===== src/rtl/tank_shell.sv =====
// Single-shell projectile stage for one player tank: fires on a key press edge,
// flies one step per frame, and ends on enemy contact, barrier or playfield edge.
module tank_shell #(
  parameter logic [7:0] FIRE_KEY        = 8'd44,
  parameter logic [9:0] SHELL_STEP      = 10'd4,
  parameter logic [9:0] SHELL_SIZE      = 10'd2,
  parameter logic [7:0] COOLDOWN_FRAMES = 8'd30,
  parameter logic [9:0] X_MIN           = 10'd0,
  parameter logic [9:0] X_MAX           = 10'd639,
  parameter logic [9:0] Y_MIN           = 10'd0,
  parameter logic [9:0] Y_MAX           = 10'd479
) (
  input  logic       frame_clk,
  input  logic       Reset,
  input  logic [7:0] keycode,
  input  logic [9:0] TankX,
  input  logic [9:0] TankY,
  input  logic [9:0] TankS,
  input  logic [1:0] direction,
  input  logic [9:0] EnemyX,
  input  logic [9:0] EnemyY,
  input  logic [9:0] EnemyS,
  input  logic       barrier_hit,
  output logic [9:0] ShellX,
  output logic [9:0] ShellY,
  output logic [9:0] ShellS,
  output logic       shell_active,
  output logic       enemy_hit
);

  // Wide enough that TankX + TankS + SHELL_SIZE + 1 never wraps and underflow stays negative.
  localparam int unsigned CW = 13;
  localparam logic [7:0] CD_LOAD = (COOLDOWN_FRAMES == 8'd0) ? 8'd1 : COOLDOWN_FRAMES;

  typedef enum logic [1:0] {
    IDLE     = 2'd0,
    FLYING   = 2'd1,
    COOLDOWN = 2'd2
  } state_t;

  state_t              state;
  logic [1:0]          dir;
  logic [7:0]          cd_cnt;
  logic                key_prev;

  logic                key_match;
  logic                fire_edge;
  logic signed [CW-1:0] off;
  logic signed [CW-1:0] spawn_x;
  logic signed [CW-1:0] spawn_y;
  logic signed [CW-1:0] next_x;
  logic signed [CW-1:0] next_y;
  logic signed [CW-1:0] dx;
  logic signed [CW-1:0] dy;
  logic signed [CW-1:0] reach;
  logic                spawn_ok;
  logic                next_ok;
  logic                overlap;

  function automatic logic signed [CW-1:0] ext(input logic [9:0] v);
    return $signed({3'b000, v});
  endfunction

  function automatic logic signed [CW-1:0] iabs(input logic signed [CW-1:0] v);
    return (v < 0) ? -v : v;
  endfunction

  function automatic logic in_range(input logic signed [CW-1:0] v,
                                    input logic [9:0] lo,
                                    input logic [9:0] hi);
    return (v >= ext(lo)) && (v <= ext(hi));
  endfunction

  assign ShellS = SHELL_SIZE;

  // Spawn point, next flight position and enemy overlap, all in wide signed arithmetic.
  always_comb begin
    key_match = (keycode == FIRE_KEY);
    fire_edge = key_match & ~key_prev;

    off     = ext(TankS) + ext(SHELL_SIZE) + 13'sd1;
    spawn_x = ext(TankX);
    spawn_y = ext(TankY);
    case (direction)
      2'b00:   spawn_x = ext(TankX) - off;
      2'b01:   spawn_x = ext(TankX) + off;
      2'b10:   spawn_y = ext(TankY) + off;
      default: spawn_y = ext(TankY) - off;
    endcase
    spawn_ok = in_range(spawn_x, X_MIN, X_MAX) && in_range(spawn_y, Y_MIN, Y_MAX);

    next_x = ext(ShellX);
    next_y = ext(ShellY);
    case (dir)
      2'b00:   next_x = ext(ShellX) - ext(SHELL_STEP);
      2'b01:   next_x = ext(ShellX) + ext(SHELL_STEP);
      2'b10:   next_y = ext(ShellY) + ext(SHELL_STEP);
      default: next_y = ext(ShellY) - ext(SHELL_STEP);
    endcase
    next_ok = in_range(next_x, X_MIN, X_MAX) && in_range(next_y, Y_MIN, Y_MAX);

    dx      = iabs(ext(ShellX) - ext(EnemyX));
    dy      = iabs(ext(ShellY) - ext(EnemyY));
    reach   = ext(EnemyS) + ext(SHELL_SIZE);
    overlap = (dx <= reach) && (dy <= reach);
  end

  always_ff @(posedge frame_clk) begin
    if (!Reset) begin
      state        <= IDLE;
      ShellX       <= 10'd0;
      ShellY       <= 10'd0;
      shell_active <= 1'b0;
      enemy_hit    <= 1'b0;
      cd_cnt       <= 8'd0;
      dir          <= 2'b00;
      // Tracking the key during reset keeps a key held through reset from firing on release of reset.
      key_prev     <= key_match;
    end else begin
      key_prev  <= key_match;
      enemy_hit <= 1'b0;
      case (state)
        IDLE: begin
          if (fire_edge) begin
            dir <= direction;
            if (spawn_ok) begin
              ShellX       <= spawn_x[9:0];
              ShellY       <= spawn_y[9:0];
              shell_active <= 1'b1;
              state        <= FLYING;
            end else begin
              cd_cnt <= CD_LOAD;
              state  <= COOLDOWN;
            end
          end
        end
        FLYING: begin
          if (overlap || barrier_hit || !next_ok) begin
            enemy_hit    <= overlap;
            shell_active <= 1'b0;
            cd_cnt       <= CD_LOAD;
            state        <= COOLDOWN;
          end else begin
            ShellX <= next_x[9:0];
            ShellY <= next_y[9:0];
          end
        end
        COOLDOWN: begin
          cd_cnt <= cd_cnt - 8'd1;
          if (cd_cnt <= 8'd1) begin
            state <= IDLE;
          end
        end
        default: begin
          shell_active <= 1'b0;
          state        <= IDLE;
        end
      endcase
    end
  end

endmodule

===== config.mk =====
export PLATFORM = sky130hd
export DESIGN_NAME = tank_shell
export DESIGN_NICKNAME = d
export VERILOG_FILES = /design/src/rtl/tank_shell.sv
export SDC_FILE = /design/constraint.sdc
export NUM_CORES = 1
export LEC_CHECK = 0
export BUFFER_PORTS_ARGS = -buffer_cell sky130_fd_sc_hd__buf_2
export CAP_MARGIN = 30
export CORE_MARGIN = 2
export CORE_UTILIZATION = 49
export DETAILED_ROUTE_END_ITERATION = 16
export GPL_TIMING_DRIVEN = 0
export PLACE_DENSITY = 0.72
export SYNTH_ARGS = -nofsm -noshare
export SYNTH_HDL_FRONTEND = slang
export SYNTH_SLANG_ARGS = --single-unit

===== constraint.sdc =====
create_clock -name frame_clk -period 5.75 [get_ports frame_clk]
set_input_delay 0.575 -clock frame_clk [delete_from_list [all_inputs] [get_ports frame_clk]]
set_output_delay 0.575 -clock frame_clk [all_outputs]
set_load 0.005 [all_outputs]

* Word-level counts from Yosys, hierarchy flattened
Cells that the tools add are included.
** Storage, ports and cells
- Bits of input ports :: 73
- Word-level logic and storage cells :: 103
- Flip-flop bits (word level) :: 35
** Cells by class
- Magnitude comparators :: 13
- Multiplexer cells :: 27
- Add/subtract/negate cells :: 16
- Reductions and logical operators :: 23
- Bitwise operators :: 3
- Eq/ne operators :: 13
** Operators with widths (number)
- one-hot mux 13 bit (2 select lines) :: 4
- two-way mux 10 bit :: 6
- greater-or-equal comparator 13 x 1 -> 1 bit, second input constant :: 4
- one-hot mux 10 bit (2 select lines) :: 2
- adder 10 x 12 -> 13 bit :: 2
- less-or-equal comparator 13 x 10 -> 1 bit, second input constant :: 2
- less-or-equal comparator 13 x 11 -> 1 bit, second input constant :: 2
- less-or-equal comparator 13 x 12 -> 1 bit :: 2
- two-way mux 13 bit :: 2
- negation 11 -> 13 bit :: 2
- subtractor 10 x 12 -> 13 bit :: 2
- two-way mux 8 bit :: 3
- one-hot mux 8 bit (3 select lines) :: 1
- adder 10 x 2 -> 11 bit, second input constant :: 2
- adder 10 x 3 -> 11 bit, second input constant :: 2
- < comparator 11 x 1 -> 1 bit, second input constant :: 2
- subtractor 10 x 10 -> 11 bit :: 2
- subtractor 10 x 3 -> 11 bit, second input constant :: 2
- adder 11 x 1 -> 12 bit, second input constant :: 1
- != test 2 bit, second input constant :: 6
- AND reduction 4 bit :: 3
- == test 8 x 6 -> 1 bit, second input constant :: 1
- less-or-equal comparator 8 x 1 -> 1 bit, second input constant :: 1
- two-way mux 2 bit :: 4
- other kinds (17) :: 35

* Logic depth before layout (Yosys ltp)
- Word-level depth :: 10
- Gate-level depth with buffers :: 26
- Mapped depth without buffers :: 24

* Worst setup path before layout
Ideal clock, no wire load.
- Path kind :: input port to flip-flop
- Start point :: in EnemyY[0]
- End point :: reg ShellY[2]
- Arrival time :: 4.589 ns
- Slack :: 1.043 ns
- Data required time :: 5.631 ns
- Path buffers :: 1
- Cell stages on the path :: 24
- Path through :: ha_1 inv_1 fa_1 a21o_1 a21oi_1 o21bai_1 a21oi_1 o21bai_1 a21oi_1 o21ai_0 nor2_1 xnor2_1 ha_1 a21o_1 a21o_1 a211o_1 a221oi_1 a21oi_1 a21oi_1 nor3b_2 a31oi_4 buf_6 mux2i_1 a21boi_1
** On the way
- Word-level cells in the longest chain between the ends :: 9
- Elaborated cells between the ends (all ways) :: 10
- Those cells by class :: 2 x add/sub; 2 x order compare; 1 x eq/ne; 1 x mux; 4 x reduce/logical
** Ends and longest elaborated chain
- start, declared :: line 21 : input logic [9:0] EnemyY,
- subtractor 10 x 10 -> 11 bit * :: line 103 : dy = iabs(ext(ShellY) - ext(EnemyY));
- negation 11 -> 13 bit / < comparator 11 x 1 -> 1 bit (equally long branches) :: line 65 : return (v < 0) ? -v : v;
- two-way mux 13 bit * :: line 65
- less-or-equal comparator 13 x 12 -> 1 bit * :: line 105 : overlap = (dx <= reach) && (dy <= reach);
- logical AND 1 bit * :: line 105
- logical OR 1 bit * (2 in a row) :: line 138 : if (overlap || barrier_hit || !next_ok) begin
- != test 2 bit (no source line) *
- AND reduction 4 bit (no source line) *
- end signal, assigned :: line 128 : ShellY <= spawn_y[9:0];
- end signal, assigned :: line 145 : ShellY <= next_y[9:0];
- end, declared :: line 25 : output logic [9:0] ShellY,
Every way passes the cells marked *; elsewhere a longest branch is shown, timed or not.
A chain may end at the register's enable or synchronous reset.

* Worst setup path in the final report
- Start point :: reg ShellY[0]
- End point :: reg ShellY[6]
** On the way
- Word-level cells in the longest chain between the ends :: 9
- Elaborated cells between the ends (all ways) :: 20
- Those cells by class :: 4 x add/sub; 4 x order compare; 1 x eq/ne; 4 x mux; 7 x reduce/logical
** Ends and longest elaborated chain (line)
- subtractor 10 x 10 -> 11 bit (tied with other cells) :: 103
- negation 11 -> 13 bit (tied with other cells) :: 65
- two-way mux 13 bit (tied with other cells) :: 65
- less-or-equal comparator 13 x 12 -> 1 bit / logical AND 1 bit (equally long branches) :: 105, 71
- logical AND 1 bit, on equally long branches :: 105, 100
- logical OR 1 bit / logical NOT 1 bit (equally long branches) :: 138
- logical OR 1 bit :: 138
- != test 2 bit (no source line)
- AND reduction 4 bit (no source line)
Several ways; a longest one is shown, not always the timed one. The select of a mux whose other input is x is not followed.

==> flow_metrics.tcl <==
set metrics [dict create \
    antenna_found_initial 0 \
    final_cell_mix "103 x buf_2, 96 x ha_1, 81 x nor2_1" \
    grt_pass1_vias 6138 \
    routed_wl_mm 17.45 \
    period_minus_slack_ns 5.182 \
    synth_cells 894 \
    hpwl_mm 14.33 \
    cts.htree.levels 2 \
    viasPerCell 5.622 \
    ys.flop_type "dfxtp_1" \
    post_dp_cell_area_um2 7208 \
    finalCritPeriodShare_pct 90.11 \
    clock_latency_ns 0.28 \
    design_area_um2 7353 \
    ys_types 78 \
    pwr-share-comb_pct 48.9 \
    vias 6634 \
    synth_top_family_by_area "compound AO/OA/AOI/OAI gates" \
    setup-violations-final 0 \
    max_stage_delay_ns 0.41 \
    holdPathEnd "shell_active" \
    tritoncts "built" \
    hp-start "shell_active" \
    tightest_slew_ns 0.7828 \
    synth_top_area_share_pct 18.51 \
    worstSetupStartpointType "flip-flop" \
    whs_path_depth 2 \
    status "complete, no violations" \
    vdd_drop_max_uv 117.6 \
    portBuffers 94 \
    area.sequential_um2 700.7 \
    finalHoldViolCount 0 \
    power_frac_clock_pct 26.6 \
    synthXorXnorAreaFrac_pct 8.910 \
    syn_to_final_growth_pct 13.35 \
    power.density_nw_per_um2 135.2 \
    die_x_um 119.1 \
    synth_area_leader_cell "ha_1" \
    fp.dieArea_um2 14180 \
    numCtsBuffers 5 \
    seqPwrFrac_pct 24.5 \
    final_util_pct 56.20 \
    leakagePower_uw 0.003465 \
    final-max-slew-violation-count 0 \
    crit_start "ShellY[0]" \
    maxCapViolations 0 \
    critPathSlowestCell "fa_1" \
    cts_buffer_depth 2 \
    drt_first_pass_iters 5 \
    grt_pass1_wl_mm 28.80 \
    m1WireLength_mm 8.090 \
    cp_data_arrival_time_ns 5.39 \
    rsz0062_at_grt "no" \
    yosys_warnings 0 \
    multi_input_area_um2 5325 \
    syn_avg_cell_area_um2 7.257 \
    async_reset_ff_share_pct 0 \
    crit_fanout 10 \
    cpMostUsedCell "a21oi_1" \
    netlist_area_um2 6487 \
    fill_cells 1285 \
    r2r-end "ShellY[6]" \
    top_level_ports 105 \
    num_antenna_cells 0 \
    slew_headroom_pct 47.33 \
    grt-ovfl-total 0 \
    placementRows 42 \
    core_area_um2 13090 \
    drt-wirelength-per-cell_um 14.79 \
    layout-drive-gt1-share_pct 14.94 \
    fin_skew_ns 0.003357 \
    synth_simple_gate_area_share_pct 24.51 \
    swShare_pct 38.84 \
    hold_class "flip-flop to flip-flop" \
    synth-seq-cells 35 \
    fmax_mhz 193.0 \
    grtUsageTotal_pct 24.48 \
    synth_edf_count 0 \
    yosys-top-cells-area "ha_1 19%, dfxtp_1 11%, xnor2_1 6.1%" \
    final_common_cell "buf_2" \
    gp_congestion 0.9297 \
    ys_seq_area_share_pct 10.80 \
    required_ns 5.96 \
    crit_type "flip-flop to flip-flop" \
    rrSetupSlack_ns 0.57 \
    rr_worst_depth 25 \
    met3_length_um 757 \
    highest_layer "met4" \
    start_util_pct 49.58 \
    fin_nets 1178 \
    synth_compound_area_share_pct 24.84 \
    first_iter_violations 316 \
    clkTransAtPathRegs_ns 0.06 \
    root_buffer "clkbuf_16" \
    tns_ns 0 \
    synthMuxAreaShare_pct 2.816 \
    end_kind "flip-flop" \
    cts.sinks 35 \
    r2r_start "ShellY[0]" \
    drc 0 \
    ctsHoldBuffers 0 \
    synth_fa_ha_area_share_pct 20.37 \
    dr_wl_met2_mm 8.233 \
    internal_power_uw 608.1 \
    final_antenna_net_count 0 \
    fp.dieH_um 119.1 \
    grt_start_max_net_pins 12 \
    p_switching_uw 386.2 \
]
-- worst max-delay path: cells and delay by family (launching register included) --
kind	cells	cell delay [ns]
flops	1	0.34
simple gates	3	0.41
compound gates	15	2.94
fa+ha+maj	3	0.85
xor+xnor	1	0.14
buf+inv	3	0.41
-- cell families after synthesis --
group | count (synthesis)
simple gates | 315
compound gates | 241
buf+inv | 115
fa+ha+maj | 102
xor+xnor | 66
flops | 35
mux | 18
other cells | 2
-- cell type report --
cell class | count | share of cell area, %
Inverter | 68 | 3.471
Timing Repair Buffer | 94 | 6.398
Sequential cell | 35 | 9.529
Clock buffer | 6 | 1.753
Clock inverter | 2 | 0.1702
Buffer | 47 | 3.267
Multi-Input combinational cell | 752 | 72.42
Tap cell | 176 | 2.995
-- power groups by stage --
stage	Sequential, uW	Clock [uW]	Combinational (uW)
floorplan	249	0	355
global placement	249	0	471
detailed placement	249	0	478
CTS	244	268	481
global route	244	280	546
finish	244	264	486
-- cell usage after synthesis (8+ instances only) --
library cell,instances
dfxtp_1,35
nor2_1,81
o31ai_1,10
a21o_1,9
clkbuf_1,22
buf_2,9
o21ai_0,58
a21oi_1,63
nand3_1,32
o21bai_1,8
xor2_1,21
nor4_1,10
xnor2_1,45
nor2b_1,23
and3_1,13
o211ai_1,16
nand2b_1,13
inv_1,67
buf_4,12
a211oi_1,10
mux2i_1,16
ha_1,96
nor3_1,16
nand4_1,12
or3_1,11
nand2_1,72
-- worst max path at each step --
stage | to | slack (ns) | cells past startpoint
6_report | ShellY[6] | 0.57 | 25
5_1_grt | cd_cnt[0] | 0.09 | 24
4_1_cts | cd_cnt[0] | 0.39 | 24
3_5_place_dp | cd_cnt[0] | 0.17 | 24
3_3_place_gp | cd_cnt[0] | 0.19 | 24
2_1_floorplan | ShellY[2] | 1.04 | 24
-- layer usage --
metal / track usage [%] / vias up
met5: 0 / -
met4: 7.440 / 0
met3: 2.251 / 28
met2: 42.24 / 169
met1: 32.24 / 3034
li1: - / 3403
-- stage by stage --
| step | total power, uW | worst slack, ns | hold slack, ns | std cells |
|---|---|---|---|---|
| global placement | 719.9 | 0.1909 | 0.4748 | 1172 |
| finish | 994.4 | 0.5684 | 0.4890 | 1180 |
| global route | 1070 | 0.08594 | 0.5070 | 1180 |
| detailed placement | 727.4 | 0.1693 | 0.4779 | 1172 |
| CTS | 993.3 | 0.3927 | 0.4856 | 1180 |
| floorplan | 604.0 | 1.043 | 0.4599 | 902 |
-- sequential cells by signal (all words and copies together), names as in the netlist --
register	cells
key_prev	1
ShellY	10
state	2
ShellX	10
dir	2
enemy_hit	1
shell_active	1
cd_cnt	8
-- timing repair --
item,in CTS,in global routing
resized for setup,0,1
buffers inserted,0,0
endpoints found under the setup margin,0,8
No activity file was read; power rests on OpenSTA's default activity.
